$ cat src/rtl/mul_div_unit.sv
// Iterative multiply/divide unit holding the architectural HI/LO registers.
// One multiplier/quotient bit per cycle: shift-add multiply, restoring divide.
module mul_div_unit #(
    parameter int WIDTH = 32
) (
    input  logic             i_clk,
    input  logic             i_rst,
    input  logic             i_con_Start,
    input  logic [2:0]       i_con_MdOp,
    input  logic [WIDTH-1:0] i_data_A,
    input  logic [WIDTH-1:0] i_data_B,
    output logic             o_con_Busy,
    output logic             o_con_Done,
    output logic [WIDTH-1:0] o_data_Hi,
    output logic [WIDTH-1:0] o_data_Lo
);
    localparam int CW = $clog2(WIDTH);

    typedef enum logic [1:0] {IDLE, RUN, FIX, DONE} state_t;

    state_t             state;
    logic [CW-1:0]      cnt;
    logic [2*WIDTH-1:0] acc;     // upper: partial product / remainder, lower: multiplier / quotient
    logic [WIDTH-1:0]   opnd;    // multiplicand or divisor magnitude
    logic [WIDTH-1:0]   a_orig;
    logic               is_div, neg_q, neg_r;
    logic [WIDTH-1:0]   hi, lo;
    logic               busy, done;

    logic               op_signed, a_neg, b_neg;
    logic [WIDTH-1:0]   a_mag, b_mag;
    logic [WIDTH:0]     mul_sum, div_shift, div_diff;
    logic [2*WIDTH-1:0] prod_fix;
    logic [WIDTH-1:0]   q_fix, r_fix;

    always_comb begin
        op_signed = ~i_con_MdOp[0];
        a_neg     = op_signed & i_data_A[WIDTH-1];
        b_neg     = op_signed & i_data_B[WIDTH-1];
        a_mag     = a_neg ? -i_data_A : i_data_A;
        b_mag     = b_neg ? -i_data_B : i_data_B;
        mul_sum   = {1'b0, acc[2*WIDTH-1:WIDTH]} + (acc[0] ? {1'b0, opnd} : '0);
        div_shift = acc[2*WIDTH-1:WIDTH-1];
        div_diff  = div_shift - {1'b0, opnd};
        prod_fix  = neg_q ? -acc : acc;
        q_fix     = neg_q ? -acc[WIDTH-1:0] : acc[WIDTH-1:0];
        r_fix     = neg_r ? -acc[2*WIDTH-1:WIDTH] : acc[2*WIDTH-1:WIDTH];
    end

    always_ff @(posedge i_clk or posedge i_rst) begin
        if (i_rst) begin
            state  <= IDLE;
            cnt    <= '0;
            acc    <= '0;
            opnd   <= '0;
            a_orig <= '0;
            is_div <= 1'b0;
            neg_q  <= 1'b0;
            neg_r  <= 1'b0;
            hi     <= '0;
            lo     <= '0;
            busy   <= 1'b0;
            done   <= 1'b0;
        end else begin
            case (state)
                IDLE: begin
                    if (i_con_Start) begin
                        if (i_con_MdOp[2] == 1'b0) begin
                            state  <= RUN;
                            busy   <= 1'b1;
                            cnt    <= '0;
                            is_div <= i_con_MdOp[1];
                            neg_q  <= a_neg ^ b_neg;
                            neg_r  <= a_neg;
                            a_orig <= i_data_A;
                            // Multiply shifts the multiplier (A) out of the low half;
                            // divide shifts the dividend (A) out of the low half.
                            acc    <= {{WIDTH{1'b0}}, a_mag};
                            opnd   <= b_mag;
                        end else if (i_con_MdOp == 3'd4) begin
                            hi <= i_data_A;
                        end else if (i_con_MdOp == 3'd5) begin
                            lo <= i_data_A;
                        end
                    end
                end
                RUN: begin
                    if (is_div)
                        acc <= {div_diff[WIDTH] ? div_shift[WIDTH-1:0] : div_diff[WIDTH-1:0],
                                acc[WIDTH-2:0], ~div_diff[WIDTH]};
                    else
                        acc <= {mul_sum, acc[WIDTH-1:1]};
                    if (cnt == CW'(WIDTH-1))
                        state <= FIX;
                    else
                        cnt <= cnt + 1'b1;
                end
                FIX: begin
                    if (!is_div) begin
                        hi <= prod_fix[2*WIDTH-1:WIDTH];
                        lo <= prod_fix[WIDTH-1:0];
                    end else if (opnd == '0) begin
                        hi <= a_orig;
                        lo <= '1;
                    end else begin
                        hi <= r_fix;
                        lo <= q_fix;
                    end
                    busy  <= 1'b0;
                    done  <= 1'b1;
                    state <= DONE;
                end
                DONE: begin
                    done  <= 1'b0;
                    state <= IDLE;
                end
                default: state <= IDLE;
            endcase
        end
    end

    assign o_con_Busy = busy;
    assign o_con_Done = done;
    assign o_data_Hi  = hi;
    assign o_data_Lo  = lo;
endmodule

$ cat config.mk
export PLATFORM = sky130hd
export DESIGN_NAME = mul_div_unit
export DESIGN_NICKNAME = d
export VERILOG_FILES = /design/src/rtl/mul_div_unit.sv
export SDC_FILE = /design/constraint.sdc
export NUM_CORES = 1
export LEC_CHECK = 0
export CAP_MARGIN = 30
export CORE_MARGIN = 3
export CORE_UTILIZATION = 45
export DETAILED_ROUTE_END_ITERATION = 10
export PLACE_DENSITY_LB_ADDON = 0.2
export SLEW_MARGIN = 20
export SYNTH_ARGS = -nofsm -noshare
export SYNTH_HDL_FRONTEND = slang
export SYNTH_SLANG_ARGS = --single-unit
$ cat constraint.sdc
create_clock -name i_clk -period 8.07 [get_ports i_clk]
set_clock_uncertainty 0.05 [all_clocks]
set_input_delay 1.2105 -clock i_clk [delete_from_list [all_inputs] [get_ports i_clk]]
set_output_delay 1.2105 -clock i_clk [all_outputs]
set_load 0.02 [all_outputs]
; ---- Word level (Yosys, flattened, before mapping)
; Index checks and enable logic that the tools add are counted.
[op_classes]
add_sub_neg = 8
n_eq_ne = 14
n_mux = 36
bitwise = 6
reduce_logical = 12
[ops]
columns = cell, count
row1 = $mux W32, 17
row2 = $mux W64, 4
row3 = $neg A32 Y32, 4
row4 = $pmux W32 S2, 2
row5 = $pmux W64 S2, 1
row6 = $neg A64 Y64, 1
row7 = $add A32 B32 Y33, 1
row8 = $sub A33 B32 Y33, 1
row9 = $logic_not A32 Y1, 1
row10 = $ne A2 B2 Y1 const B, 8
row11 = $mux W5, 3
row12 = $reduce_and A3 Y1, 4
row13 = $pmux W5 S2, 1
row14 = $pmux W2 S4, 1
row15 = $reduce_and A4 Y1, 2
row16 = $eq A3 B3 Y1 const B, 2
row17 = $mux W2, 3
row18 = $reduce_bool A2 Y1, 3
row19 = $add A5 B1 Y5 const B, 1
row20 = $eq A5 B5 Y1 const B, 1
row21 = $reduce_and A5 Y1, 1
row22 = $eq A2 B2 Y1 const B, 2
row23 = $pmux W1 S2, 2
row24 = $not A1 Y1, 3
row25 = other kinds (5), 7
[totals]
regBits = 204
inputBits = 70
elab_cells = 88

; ---- Longest topological paths before layout
[logic_depth]
word_depth = 6
depth_mapped = 13
mapped_depth_nobuf = 12

; ---- Worst setup path after synthesis
; No wires, ideal clock.
[synth_timing]
kind = input -> register
from = input i_data_A[7]
to = register acc[31]
setup_ns = 0.077
arrival_time_ns = 3.549
required_ns = 7.943
setup_slack_ns = 4.394
path_stages = 9
n_path_buf = 1
cell_sequence = clkbuf_1 or4_1 or3_1 nor4_1 nand4_1 nor3b_1 o21ai_0 mux2_2 a21oi_1
[synth_between]
elab_chain_len = 5
[synth_lines]
columns = item, line_no
row1 = start: declaration, 10  ; input logic [WIDTH-1:0] i_data_A,
row2 = $neg A32 Y32, 40  ; a_mag = a_neg ? -i_data_A : i_data_A;
row3 = $mux W32, 40
row4 = $mux W64, 68  ; if (i_con_MdOp[2] == 1'b0) begin
row5 = $mux W64, 67  ; if (i_con_Start) begin
row6 = $pmux W64 S2, 65  ; case (state)
row7 = end signal: assignment, 78  ; acc <= {{WIDTH{1'b0}}, a_mag};
row8 = end signal: assignment, 89  ; acc <= {div_diff[WIDTH] ? div_shift[WIDTH-1:0] : div_diff[WIDTH-1:0],
row9 = end signal: assignment, 92  ; acc <= {mul_sum, acc[WIDTH-1:1]};
row10 = end: declaration, 23  ; logic [2*WIDTH-1:0] acc;
; Every way passes these cells. The select of a mux whose other input is x is not followed.
; A chain may end at the register's enable or synchronous reset.

; ---- Worst setup path after layout
[layout_timing]
from = register acc[31]
to = register acc[61]
[layout_between]
elab_chain_len = 4
[layout_lines]
columns = item, line_no
row1 = $sub A33 B32 Y33, 44  ; div_diff = div_shift - {1'b0, opnd};
row2 = $mux W32, 89
row3 = $mux W64, 88  ; if (is_div)
row4 = $pmux W64 S2, 65
; Every way passes these cells.

==> impl_metrics.csv <==
group,metric,value,unit
grt,grt_max_degree,126,
sta,timing.final.setup_violations,0,
die,design.die.area,40600,µm²
finish,layout-drive-gt1-share,4.828,%
clock_tree,post_cts_resize_count,0,
die,start_util,46.31,%
setup_path,crit_path_start,"acc[31]",
synthesis,synth_top_cell_by_area,"sky130_fd_sc_hd__dfrtp_1",
drt,wl_per_cell,21.58,µm
setup_path,critical_path.max_fanout,15,
clock_tree,postCtsHoldBufs,0,
synthesis,synthesis.area,17200,µm²
setup_path,worstSetupEndpointType,"flip-flop",
sta,tightest_slew,1.114,ns
die,die_w,201.5,µm
die,number_of_standard_cell_rows_in_the_floorplan,70,
clock_tree,insertion_delay,0.56,ns
synthesis,ffs_latches_synth,204,
setup_path,arrival,4.92,ns
synthesis,synth_cell_type_count,80,
drt,final_antenna_net_count,0,
synthesis,yosysTopAreaCellShare,29.69,%
sta,timing.hold.ws,0.4240,ns
sta,rsz0062_at_grt,"false",
finish,flow.area_growth_from_synthesis,15.51,%
sta,timing_max_transition_violations_final,0,
placement,port-buffer-count,135,
finish,layout.area.seq,5106,µm²
drt,drtPass1Iterations,6,
synthesis,synth.most_common_cell,"sky130_fd_sc_hd__nand2_1",
setup_path,timing.setup.critical_path_class,"flip-flop to flip-flop",
clock_tree,numCtsBuffers,26,
synthesis,syn_area_per_cell,7.609,µm²
clock_tree,cts.repair_timing.setup_buffer_count,0,
drt,post_drt_via_cell_ratio,6.135,
grt,global_route_wire_length_before_repair,95390,µm
grt,gr-total-overflow,0,
finish,insertedDiodeCount,0,
synthesis,synth_commonest_cells,"337 x sky130_fd_sc_hd__nand2_1, 267 x sky130_fd_sc_hd__o21ai_0, 204 x sky130_fd_sc_hd__dfrtp_1",
grt,via_count_of_the_first_global_routing_pass,16840,
finish,multi_input_area,11240,µm²
sta,finalSetupTns,0,ns
power,leakage_power_summed_over_all_cells,0.008385,µW
sta,maximum_clock_rate,0.2194,GHz
run_status,run_status,"finished clean",
finish,final.fill_count,3631,
hold_path,worstHoldPathCells,1,
flow_run,cap_violations,0,
drt,dr_total_vias,17330,
clock_tree,clock_tree.buffer_depth,3,
synthesis,ys.warnings.count,0,
synthesis,dominant_cells_by_area_after_synthesis,"sky130_fd_sc_hd__dfrtp_1 30%, sky130_fd_sc_hd__o21ai_0 7.8%, sky130_fd_sc_hd__nand2_1 7.4%, sky130_fd_sc_hd__ha_1 5.4%, sky130_fd_sc_hd__xnor2_1 4.9%",
die,core_box_area,37140,µm²
sta,maxSlewHeadroom,25.48,%
clock_tree,clkTransAtPathRegs,0.06,ns
placement,detailedPlacementHpwl,45430,µm
clock_tree,clkSinkCount,204,
drt,drt_first_iter_violations,1414,
setup_path,timing.critical_path.from_type,"flip-flop",
setup_path,r2r-start,"acc[31]",
grt,antenna_found_initial,0,
die,die_y,201.5,µm
finish,layout.nets,2447,
hold_path,timing.hold.worst.class,"flip-flop to flip-flop",
sta,final.period_utilization,56.47,%
synthesis,dominantRegCellSynth,"sky130_fd_sc_hd__dfrtp_1",
synthesis,ys_seq_area_share,29.69,%
power,peakVddDrop,0.2385,mV
die,io_pins,136,
synthesis,synthesis.nets,2406,
drt,wirelength,60950,µm
synthesis,synth_enable_flop_cells,0,
sta,hold_viol_final,0,
clock_tree,clockRootBuffer,"sky130_fd_sc_hd__clkbuf_16",
grt,gr-usage-all-layers,28.97,%
placement,finalWeightedCongestion,1.028,
clock_tree,tritoncts,"done",
power,power_per_cell_area,440.5,nW/µm²
setup_path,reg2reg_slack,3.51,ns
setup_path,reg_to_reg_critical_path_endpoint,"acc[61]",
clock_tree,cts-htree-levels,1,
setup_path,worst_ep_required_time,8.43,ns
sta,period_needed,4.557,ns
setup_path,timing.reg2reg.worst_path_depth,13,
drt,route.detailed.drc,0,
synthesis,asyncSetResetFlopFracSynth,100.0,%
setup_path,setup.worst_path.end,"acc[61]",
synthesis,syn_inst,2260,
-- kinds of logic after synthesis --
group                      synth area share [%]
and+or+nand+nor                           21.86
AOI/OAI and AO/OA                         25.09
buffers and inverters                     5.166
DFF                                       29.69
xor gates and xnor gates                  9.015
adders and majority gates                 5.617
muxes                                     3.565
-- per-stage QoR --
| step | total power [µW] | std cells | instance area [µm²] | utilization [%] | setup WS, ns |
|---|---|---|---|---|---|
| after floorplan | 5666 | 2260 | 17200 | - | 1.242 |
| after global placement | 7316 | 2769 | 18810 | 50.64 | 3.525 |
| after detailed placement | 7368 | 2773 | 18860 | 50.79 | 3.500 |
| after CTS | 8677 | 2820 | 19790 | 53.30 | 3.544 |
| after global routing | 9395 | 2824 | 19860 | 53.49 | 3.248 |
| final | 8751 | 2824 | 19860 | 53.49 | 3.513 |
-- flip-flops by register name, indices dropped and copies added (netlist names) --
register	count
o_data_Hi	32
state	2
neg_q	1
is_div	1
acc	64
cnt	5
opnd	32
neg_r	1
a_orig	32
o_data_Lo	32
o_con_Busy	1
o_con_Done	1
-- final cells by class --
type                       instances  share of cell area (%)
clock inverter                    11                  0.9763
multi-input combinational       1825                   56.57
clock buffer                      36                   3.716
tap                              504                   3.175
timing repair buffer             168                   8.384
inverter                          76                   1.474
sequential                       204                   25.71
-- worst min-delay path by stage --
stage	from	to
floorplan	a_orig[10]	a_orig[10]
global placement	a_orig[30]	a_orig[30]
detailed placement	a_orig[10]	a_orig[10]
CTS	a_orig[22]	a_orig[22]
global route	o_data_Lo[11]	o_data_Lo[11]
finish	o_data_Lo[28]	o_data_Lo[28]
-- critical path: stages (launching register included) --
cell and delay [ns]:
sky130_fd_sc_hd__dfrtp_1 0.45, sky130_fd_sc_hd__inv_1 0.15, sky130_fd_sc_hd__ha_1 0.26, sky130_fd_sc_hd__fa_1 0.39, sky130_fd_sc_hd__nor2b_1 0.20, sky130_fd_sc_hd__o2111ai_1 0.23, sky130_fd_sc_hd__a311oi_1 0.59, sky130_fd_sc_hd__o21a_1 0.25
sky130_fd_sc_hd__o211ai_2 0.10, sky130_fd_sc_hd__buf_4 0.20, sky130_fd_sc_hd__nor2_2 0.59, sky130_fd_sc_hd__buf_4 0.42, sky130_fd_sc_hd__mux2_2 0.37, sky130_fd_sc_hd__a2bb2oi_1 0.14
-- where the power goes --
group / total (µW) / leakage, µW / switching (µW) / internal, µW
clock: 1280 / 0.000456 / 486 / 797
sequential: 2060 / 0.00251 / 570 / 1490
combinational: 5410 / 0.00541 / 3330 / 2080
-- layer usage --
metal / global-route usage, % / wire [µm] / up-vias
met4: 11.11 / 2625 / 0
li1: - / - / 8193
met2: 49.55 / 28670 / 759
met1: 37.75 / 25350 / 8214
met5: 0 / 0 / -
met3: 3.220 / 4311 / 160
-- cell usage in the layout, fill, tap and decap left out, drive strengths merged, types with 17 or more instances in the layout --
cell type      synthesis  routed
nand2b                27      27
ha                    74      74
nor3                  69      69
a21oi                157     157
xor2                  81      81
o221ai                17      17
o21a                  19      19
inv                   76      76
o21ai                272     272
xnor2                 96      96
mux2i                 59      59
o31ai                 29      29
or3                   32      32
a211oi                18      18
dfrtp                204     204
nor4                  21      21
o22ai                 36      36
buf                   16      33
clkdlybuf4s50          0     135
clkbuf               138      36
nand2                337     337
nor2                 177     177
o211ai                19      19
nand3                 34      34
a21o                  24      24
or4                   21      21
nand4                 20      20
Note: power is estimated with default switching activity, not from simulation.
